[config.mk]
export PLATFORM = sky130hd
export DESIGN_NAME = counter_channel
export DESIGN_NICKNAME = d
export VERILOG_FILES = /design/src/rtl/counter_channel.sv
export SDC_FILE = /design/constraint.sdc
export NUM_CORES = 1
export LEC_CHECK = 0
export ABC_AREA = 1
export BUFFER_PORTS_ARGS = -buffer_cell sky130_fd_sc_hd__buf_2
export CAP_MARGIN = 40
export CORE_ASPECT_RATIO = 1.1
export CORE_MARGIN = 2
export CORE_UTILIZATION = 46
export CTS_BUF_LIST = sky130_fd_sc_hd__clkbuf_4 sky130_fd_sc_hd__clkbuf_8
export CTS_CLUSTER_DIAMETER = 100
export DETAILED_ROUTE_END_ITERATION = 6
export PLACE_DENSITY = 0.65
export SYNTH_ARGS = -nofsm -noshare
export SYNTH_HDL_FRONTEND = slang
export SYNTH_SLANG_ARGS = --single-unit
[constraint.sdc]
create_clock -name CLK -period 2.7 [get_ports CLK]
set_input_delay 0.54 -clock CLK [delete_from_list [all_inputs] [get_ports CLK]]
set_output_delay 0.54 -clock CLK [all_outputs]
set_load 0.1 [all_outputs]
[src/rtl/counter_channel.sv]
// ---------------------------------------------------------------------------
// counter_channel
// One channel of an 8254-style programmable interval timer. Supports mode 0
// (interrupt on terminal count) and mode 2 (rate generator), binary counting,
// counter latch commands and LSB/MSB/two-byte access through an 8-bit bus.
//
// Ports
//   CLK          : single clock, also the count clock (rising edge)
//   RST          : asynchronous, active-high reset
//   DataIn[7:0]  : bus byte for control words and count bytes
//   WriteCounter : level strobe, write this channel's count register
//   WriteControl : level strobe, write the shared control register
//   ReadCounter  : level strobe, read this channel
//   GATE         : count enable
//   DataOut[7:0] : registered read byte
//   OUT          : registered counter output
// Every strobe acts once, on its 0->1 transition as seen at CLK.
// ---------------------------------------------------------------------------
module counter_channel #(
    parameter logic [1:0] COUNTER_ID = 2'd0
) (
    input  logic       CLK,
    input  logic       RST,
    input  logic [7:0] DataIn,
    input  logic       WriteCounter,
    input  logic       WriteControl,
    input  logic       ReadCounter,
    input  logic       GATE,
    output logic [7:0] DataOut,
    output logic       OUT
);

    typedef enum logic {
        MODE0 = 1'b0,
        MODE2 = 1'b1
    } mode_t;

    // Edge detectors
    logic        r_wcnt_d;
    logic        r_wctl_d;
    logic        r_rd_d;
    logic        r_gate_d;

    // Programming state
    mode_t       r_mode;
    logic [1:0]  r_rw;
    logic        r_cfg;          // a matching control word has been seen
    logic        r_wr_msb;       // next count write byte is the MSB
    logic        r_rd_msb;       // next read byte is the MSB
    logic [7:0]  r_lsb_tmp;      // first byte of a two-byte write
    logic [15:0] r_count_reg;    // last complete count written

    // Counting state
    logic [15:0] r_ce;           // count element (live count)
    logic        r_load_pending; // copy count register into CE next edge
    logic        r_counting;
    logic [15:0] r_latch;
    logic        r_latched;
    logic        r_out;
    logic [7:0]  r_dout;

    logic        w_ctl_ev;
    logic        w_cnt_ev;
    logic        w_rd_ev;
    logic        w_sc_match;
    logic [15:0] w_rd_src;
    logic        w_unused_bits;

    assign w_ctl_ev   = WriteControl & ~r_wctl_d;
    assign w_cnt_ev   = WriteCounter & ~r_wcnt_d;
    assign w_rd_ev    = ReadCounter  & ~r_rd_d;
    assign w_sc_match = (DataIn[7:6] == COUNTER_ID);
    assign w_rd_src   = r_latched ? r_latch : r_ce;

    // Mode code bit 3 is a don't-care and BCD counting is not supported.
    assign w_unused_bits = &{1'b0, DataIn[3], DataIn[0]};

    // NOTE: every register below uses non-blocking assignments; later
    // assignments in the same block deliberately override earlier ones, which
    // is how bus writes take precedence over the counting engine.
    always_ff @(posedge CLK or posedge RST) begin
        if (RST) begin
            r_wcnt_d       <= 1'b0;
            r_wctl_d       <= 1'b0;
            r_rd_d         <= 1'b0;
            r_gate_d       <= 1'b0;
            r_mode         <= MODE0;
            r_rw           <= 2'b11;
            r_cfg          <= 1'b0;
            r_wr_msb       <= 1'b0;
            r_rd_msb       <= 1'b0;
            r_lsb_tmp      <= 8'h00;
            r_count_reg    <= 16'h0000;
            r_ce           <= 16'h0000;
            r_load_pending <= 1'b0;
            r_counting     <= 1'b0;
            r_latch        <= 16'h0000;
            r_latched      <= 1'b0;
            r_out          <= 1'b0;
            r_dout         <= 8'h00;
        end else begin
            r_wcnt_d <= WriteCounter;
            r_wctl_d <= WriteControl;
            r_rd_d   <= ReadCounter;
            r_gate_d <= GATE;

            // ---------------- counting engine ----------------
            if (r_load_pending) begin
                r_ce           <= r_count_reg;
                r_load_pending <= 1'b0;
                r_counting     <= 1'b1;
                if (r_mode == MODE2)
                    r_out <= 1'b1;
            end else if (r_counting) begin
                if (r_mode == MODE0) begin
                    if (GATE) begin
                        // 0000 wraps to FFFF, so a zero count means 65536.
                        r_ce <= r_ce - 16'd1;
                        if (r_ce == 16'd1)
                            r_out <= 1'b1;
                    end
                end else begin
                    if (!GATE) begin
                        r_out <= 1'b1;
                    end else if (!r_gate_d) begin
                        // Gate re-opened: restart the period.
                        r_ce  <= r_count_reg;
                        r_out <= 1'b1;
                    end else if (r_ce == 16'd1) begin
                        r_ce  <= r_count_reg;
                        r_out <= 1'b1;
                    end else begin
                        r_ce <= r_ce - 16'd1;
                        // OUT goes low for the single clock spent at count 1.
                        if (r_ce == 16'd2)
                            r_out <= 1'b0;
                    end
                end
            end

            // ---------------- bus side ----------------
            if (w_ctl_ev) begin
                if (w_sc_match) begin
                    if (DataIn[5:4] == 2'b00) begin
                        if (!r_latched) begin
                            r_latch   <= r_ce;
                            r_latched <= 1'b1;
                        end
                    end else begin
                        r_rw           <= DataIn[5:4];
                        r_mode         <= (DataIn[2:1] == 2'b10) ? MODE2 : MODE0;
                        r_out          <= (DataIn[2:1] == 2'b10);
                        r_counting     <= 1'b0;
                        r_load_pending <= 1'b0;
                        r_wr_msb       <= 1'b0;
                        r_rd_msb       <= 1'b0;
                        r_cfg          <= 1'b1;
                    end
                end
            end else if (w_cnt_ev && r_cfg) begin
                if (r_mode == MODE0)
                    r_out <= 1'b0;
                if (r_rw == 2'b11 && !r_wr_msb) begin
                    r_lsb_tmp <= DataIn;
                    r_wr_msb  <= 1'b1;
                    if (r_mode == MODE0) begin
                        r_counting     <= 1'b0;
                        r_load_pending <= 1'b0;
                    end
                end else begin
                    case (r_rw)
                        2'b01:   r_count_reg <= {8'h00, DataIn};
                        2'b10:   r_count_reg <= {DataIn, 8'h00};
                        default: r_count_reg <= {DataIn, r_lsb_tmp};
                    endcase
                    r_wr_msb <= 1'b0;
                    // A running mode 2 counter picks up the new value at its
                    // next reload instead of restarting now.
                    if (r_mode == MODE0 || !r_counting)
                        r_load_pending <= 1'b1;
                end
            end else if (w_rd_ev) begin
                case (r_rw)
                    2'b10: begin
                        r_dout    <= w_rd_src[15:8];
                        r_latched <= 1'b0;
                    end
                    2'b11: begin
                        if (r_rd_msb) begin
                            r_dout    <= w_rd_src[15:8];
                            r_latched <= 1'b0;
                        end else begin
                            r_dout <= w_rd_src[7:0];
                        end
                        r_rd_msb <= ~r_rd_msb;
                    end
                    default: begin
                        r_dout    <= w_rd_src[7:0];
                        r_latched <= 1'b0;
                    end
                endcase
            end
        end
    end

    assign OUT     = r_out;
    assign DataOut = r_dout;

endmodule

# [Word level (Yosys, flattened, before mapping)]
# Cells that the tools add are included.
[op_classes] reduce_logical=21 n_eq_ne=11 muxes=54 n_bitwise=12 n_addsub=1
[ops] cell="$mux 16" n=8
[ops] cell="$mux 1" n=43
[ops] cell="$pmux 16 s2" n=1
[ops] cell="$reduce_and 3->1" n=6
[ops] cell="$eq 16x1->1 const B" n=1
[ops] cell="$eq 16x2->1 const B" n=1
[ops] cell="$pmux 8 s2" n=1
[ops] cell="$sub 16x1->16 const B" n=1
[ops] cell="$reduce_and 5->1" n=2
[ops] cell="$reduce_bool 2->1" n=5
[ops] cell="$not 1->1" n=9
[ops] cell="$mux 8" n=1
[ops] cell="$eq 2x2->1 const B" n=3
[ops] cell="$logic_not 2->1" n=2
[ops] cell="$ne 2x1->1 const B" n=2
[ops] cell="$ne 2x2->1 const B" n=2
[ops] cell="$and 1x1->1" n=3
[ops] cell="$ne 3x3->1 const B" n=1
[ops] cell="$eq 2x1->1 const B" n=1
[ops] cell="$logic_and 1x1->1" n=2
[ops] cell="$logic_not 1->1" n=2
[ops] cell="$reduce_and 2->1" n=1
[ops] cell="$logic_or 1x1->1" n=1
[totals] elab_cells=117 out_inout_bits=9 ff_bits=78 inputBits=14

# [Depth between registers and ports, before layout]
[depth] depth_word=11 depth_mapped=12 ltp_nobuf=12

# [Least setup slack after synthesis]
# OpenSTA, ideal clock, no wires.
[synth_timing] kind="register to register" startpoint="reg r_rw[0]" endpoint="reg r_count_reg[6]" setup_ps=126 synth_period_minus_slack_ps=1578 n_path_buf=1 path_slack_ps=1122 stages_incl_launch_ff=8 arrival_ps=1452 path_cell_list="dfstp_2 > inv_1 > ha_1 > inv_1 > clkbuf_1 > o21ai_0 > nand2_1 > o21ai_0"
[synth_between] elab_chain_cells=4 word_cells_on_any_way=7 classes_between="eq/ne (3); mux (1); bitwise (1); reduce/logical (2)"
[synth_lines] element="start, declared" line="46" source="logic [1:0] r_rw;"
[synth_lines] element="start signal, assigned" line="150" source="r_rw <= DataIn[5:4];"
[synth_lines] element="$eq 2x2->1" line="163" source="if (r_rw == 2'b11 && !r_wr_msb) begin"
[synth_lines] element="$logic_and 1x1->1" line="163"
[synth_lines] element="$not 1->1 (no source line)"
[synth_lines] element="$reduce_and 3->1 (no source line)"
[synth_lines] element="end signal, assigned" line="172" source="2'b01: r_count_reg <= {8'h00, DataIn};"
[synth_lines] element="end signal, assigned" line="173" source="2'b10: r_count_reg <= {DataIn, 8'h00};"
[synth_lines] element="end signal, assigned" line="174" source="default: r_count_reg <= {DataIn, r_lsb_tmp};"
[synth_lines] element="end, declared" line="51" source="logic [15:0] r_count_reg;"
# Several ways; a longest one is shown, not always the timed one.
# A chain may end at the register's enable or synchronous reset.

# [Worst setup path after layout]
[layout_timing] startpoint="reg r_rw[0]" endpoint="reg r_count_reg[10]"
# The elaborated chain is that of the path after synthesis.

==> metrics.md <==
| Metric | Value |
|---|---|
| Total number of vias | approximately 3400 |
| MaxCap Viol Count | 0 |
| Yosys top cell by area | dfrtp_1 |
| Ys flop type | dfrtp_1 |
| Outcome | finished, final reports clean |
| Initial Utilization | 46.8% |
| Synth Area per Inst | ~7.7 sq um |
| R2R Path End | r_count_reg[10] |
| Gpl congestion | 0.839 |
| Worst R2R Setup Slack | approximately 0.89 ns |
| CTS buffer count | 9 |
| Logic pwr share | between 40% and 50% |
| EDFF count, synth | 0 |
| Routed Antenna Nets | 0 |
| Count of cell types in the netlist | 34 |
| TritonCTS clock tree | built |
| Type of the worst setup path | reg -> reg |
| Clk buf depth | 2 |
| Worst Skew | 0.0135 ns |
| Ports | 23 |
| Max Slew Vio Count | 0 |
| Setup bufs post-CTS | 0 |
| Sequential share of power | 39.1% |
| Sw Pwr | around 2.1 mW |
| FF-to-FF path depth | 6 |
| Tcrit/Tclk final | approximately 67% |
| Initial antenna violation count | 0 |
| # setup viols final | 0 |
| Ant diodes | 0 |
| Synth Register Bits | 78 |
| First-pass GRT wire length | approximately 16000 microns |
| Switching Fraction | about 44% |
| Crit end category | flip-flop |
| P_int | around 2.7 mW |
| Drt total wl | 9220 microns |
| Met3 Use GR | 3.29% |
| Worst hold slack | roughly 0.24 ns |
| Worst Max-Slew Pin Slew | between 0.8 and 0.9 ns |
| Layout area overhead | 11.0% |
| Clock root buffer | clkbuf_8 |
| First drt pass iteration count | 5 |
| M1 GR Usage | 27.4% |
| Layout Utilization | around half |
| Fin Setup TNS | 0 ns |
| Max Fclk | between 500 and 600 MHz |
| Die ar. | slightly below 10000 sq um |
| Post-route DRC violation count | 0 |
| Dominant cells by area after synthesis | dfrtp_1 (46%), nand2_1 (15%), o21ai_0 (6.6%) |
| Total grt overflow | 0 |
| Async S/R FF share, synth | 100% |
| Slew HR | 41.1% |
| # nets final | 580 |
| Number of port buffers | 22 |
| Crit start category | flip-flop |
| Clk sink count | 78 |
| Min cycle time layout | between 1.5 and 2 ns |
| Worst reg2reg startpoint | r_rw[0] |
| Violation count after the first detailed-route iteration | 200 |
| WP data required | just under 3 ns |
| Via/cell ratio | 4.98 |
| Post-CTS Hold Buffers | 0 |
| Total track usage | 20.8% |
| Clock transition at path regs | approximately 0.08 ns |
| Final hold violations | 0 |
| Unrepaired setup endpoints after global routing | no |
| M2 GR Usage | between 30% and 40% |
| Wire per inst | around 14 microns |
| Chip Width | about 94 microns |
| Number of global-route vias before repair | approximately 3200 |
| Maximum VDD drop | 0.499 mV |
| CP Max Fanout | 15 |
| Critical Path AT | between 2 and 2.5 ns |
| # rows | 36 |
| Skew-Pair Late Insertion Delay | about 0.35 ns |
| Final worst setup slack | 0.893 ns |
| H-tree levels | 3 |
| Cell Area, Synth | roughly 4100 sq um |
| Post-Syn Instances | about 540 |
| HPWL after detailed placement | roughly 7000 microns |
| Hold WC Path Type | in -> async |
| Synthesis warning total | 0 |
| PwrDens | around 1100 nW/um^2 |
| Most Crowded Layer GR | met2 |
| Placement Setup Slack | slightly below 0.9 ns |
| Clock share of power | approximately 21% |
| Cts repair resizes | 0 |
| Largest net degree at the start of global routing | 47 |
| Die Y | about 100 microns |
| Synth top area share | between 40% and 50% |
| Mapped Nets | roughly 560 |
| Lkg Pwr | 2.25 nW |
| Share of cells above drive strength 1 | approximately 14% |
| Sequential-to-total area share from yosys stat | 47.5% |
| Core Area | 8780 sq um |
## through the flow
step | cell area (sq um) | std cells | power [mW]
2_1_floorplan | 4110 | 536 | 3.42
3_3_place_gp | 4330 | 663 | 3.84
3_5_place_dp | 4330 | 663 | 3.88
4_1_cts | 4560 | 679 | 4.89
5_1_grt | 4560 | 679 | 5.25
6_report | 4560 | 679 | 4.85
## area by class of cell
| type | instances | area (sq um) |
|---|---|---|
| clock inverters | 5 | 82.6 |
| repair buffers | 29 | 175 |
| inverters | 65 | 245 |
| flip-flops and latches | 78 | 1950 |
| well taps | 114 | 143 |
| fillers | 820 | 4220 |
| clock buffers | 11 | 145 |
| multi-input cells | 377 | 1820 |
## power groups by stage
stage | Sequential (mW) | Clock (mW) | Combinational (mW)
detailed placement | 1.92 | 0 | 1.96
CTS | 1.90 | 1.02 | 1.97
global route | 1.95 | 1.08 | 2.22
finish | 1.90 | 0.993 | 1.96
floorplan | 2.24 | 0 | 1.18
global placement | 1.91 | 0 | 1.94
## layer usage
| layer | vias up | share of wire [%] |
|---|---|---|
| met4 | 0 | 1.8 |
| met3 | 14 | 2.5 |
| li1 | 1749 | - |
| met2 | 57 | 49 |
| met1 | 1561 | 47 |
| met5 | - | 0 |
## kinds of logic after synthesis
kind of cell             count (synthesis)  share of synthesized area, %
buffers and inverters                   81                          8.25
AND/OR/NAND/NOR                        278                          29.8
AO/OA/AOI/OAI                           86                          11.1
flip-flops                              78                          47.5
adder cells (fa/ha/maj)                  6                          1.83
XOR/XNOR                                 7                          1.49
## Yosys cell counts, types with 5 or more instances
master    instances
nor2_1           40
o21ai_0          54
nand2_2          11
xor2_1            7
ha_1              6
dfrtp_1          76
o21ai_1           5
clkbuf_1          6
a21oi_1          18
buf_2             6
nand3_1          52
inv_1            63
nand2_1         159
## critical path, cell delays in order (launching register included)
cell     delay (ns)
dfstp_2        0.57
inv_1          0.05
ha_1           0.28
inv_1          0.28
nand2_1        0.27
nand3_1        0.14
o21ai_0        0.10
## worst max path at each step
stage / from / endpoint / slack (ns) / depth (start not counted)
2_1_floorplan: RST / DataOut[0] / 0.17 / 1
3_3_place_gp: r_rw[0] / r_count_reg[12] / 0.93 / 6
3_5_place_dp: r_rw[0] / r_count_reg[10] / 0.89 / 6
4_1_cts: r_rw[0] / r_count_reg[10] / 0.88 / 6
5_1_grt: r_rw[0] / r_count_reg[8] / 0.74 / 6
6_report: r_rw[0] / r_count_reg[10] / 0.89 / 6
## placed cells by master (no fill, tap or decap), types with 3 or more instances in the layout
| master | n |
|---|---|
| a21oi_1 | 18 |
| buf_2 | 22 |
| buf_4 | 6 |
| clkbuf_8 | 10 |
| dfrtp_1 | 76 |
| ha_1 | 6 |
| inv_1 | 62 |
| nand2_1 | 159 |
| nand2_2 | 11 |
| nand3_1 | 52 |
| nor2_1 | 40 |
| nor2_2 | 3 |
| o21ai_0 | 54 |
| o21ai_1 | 5 |
| o22ai_1 | 3 |
| xor2_1 | 7 |
(Power assumes the default switching activity.)
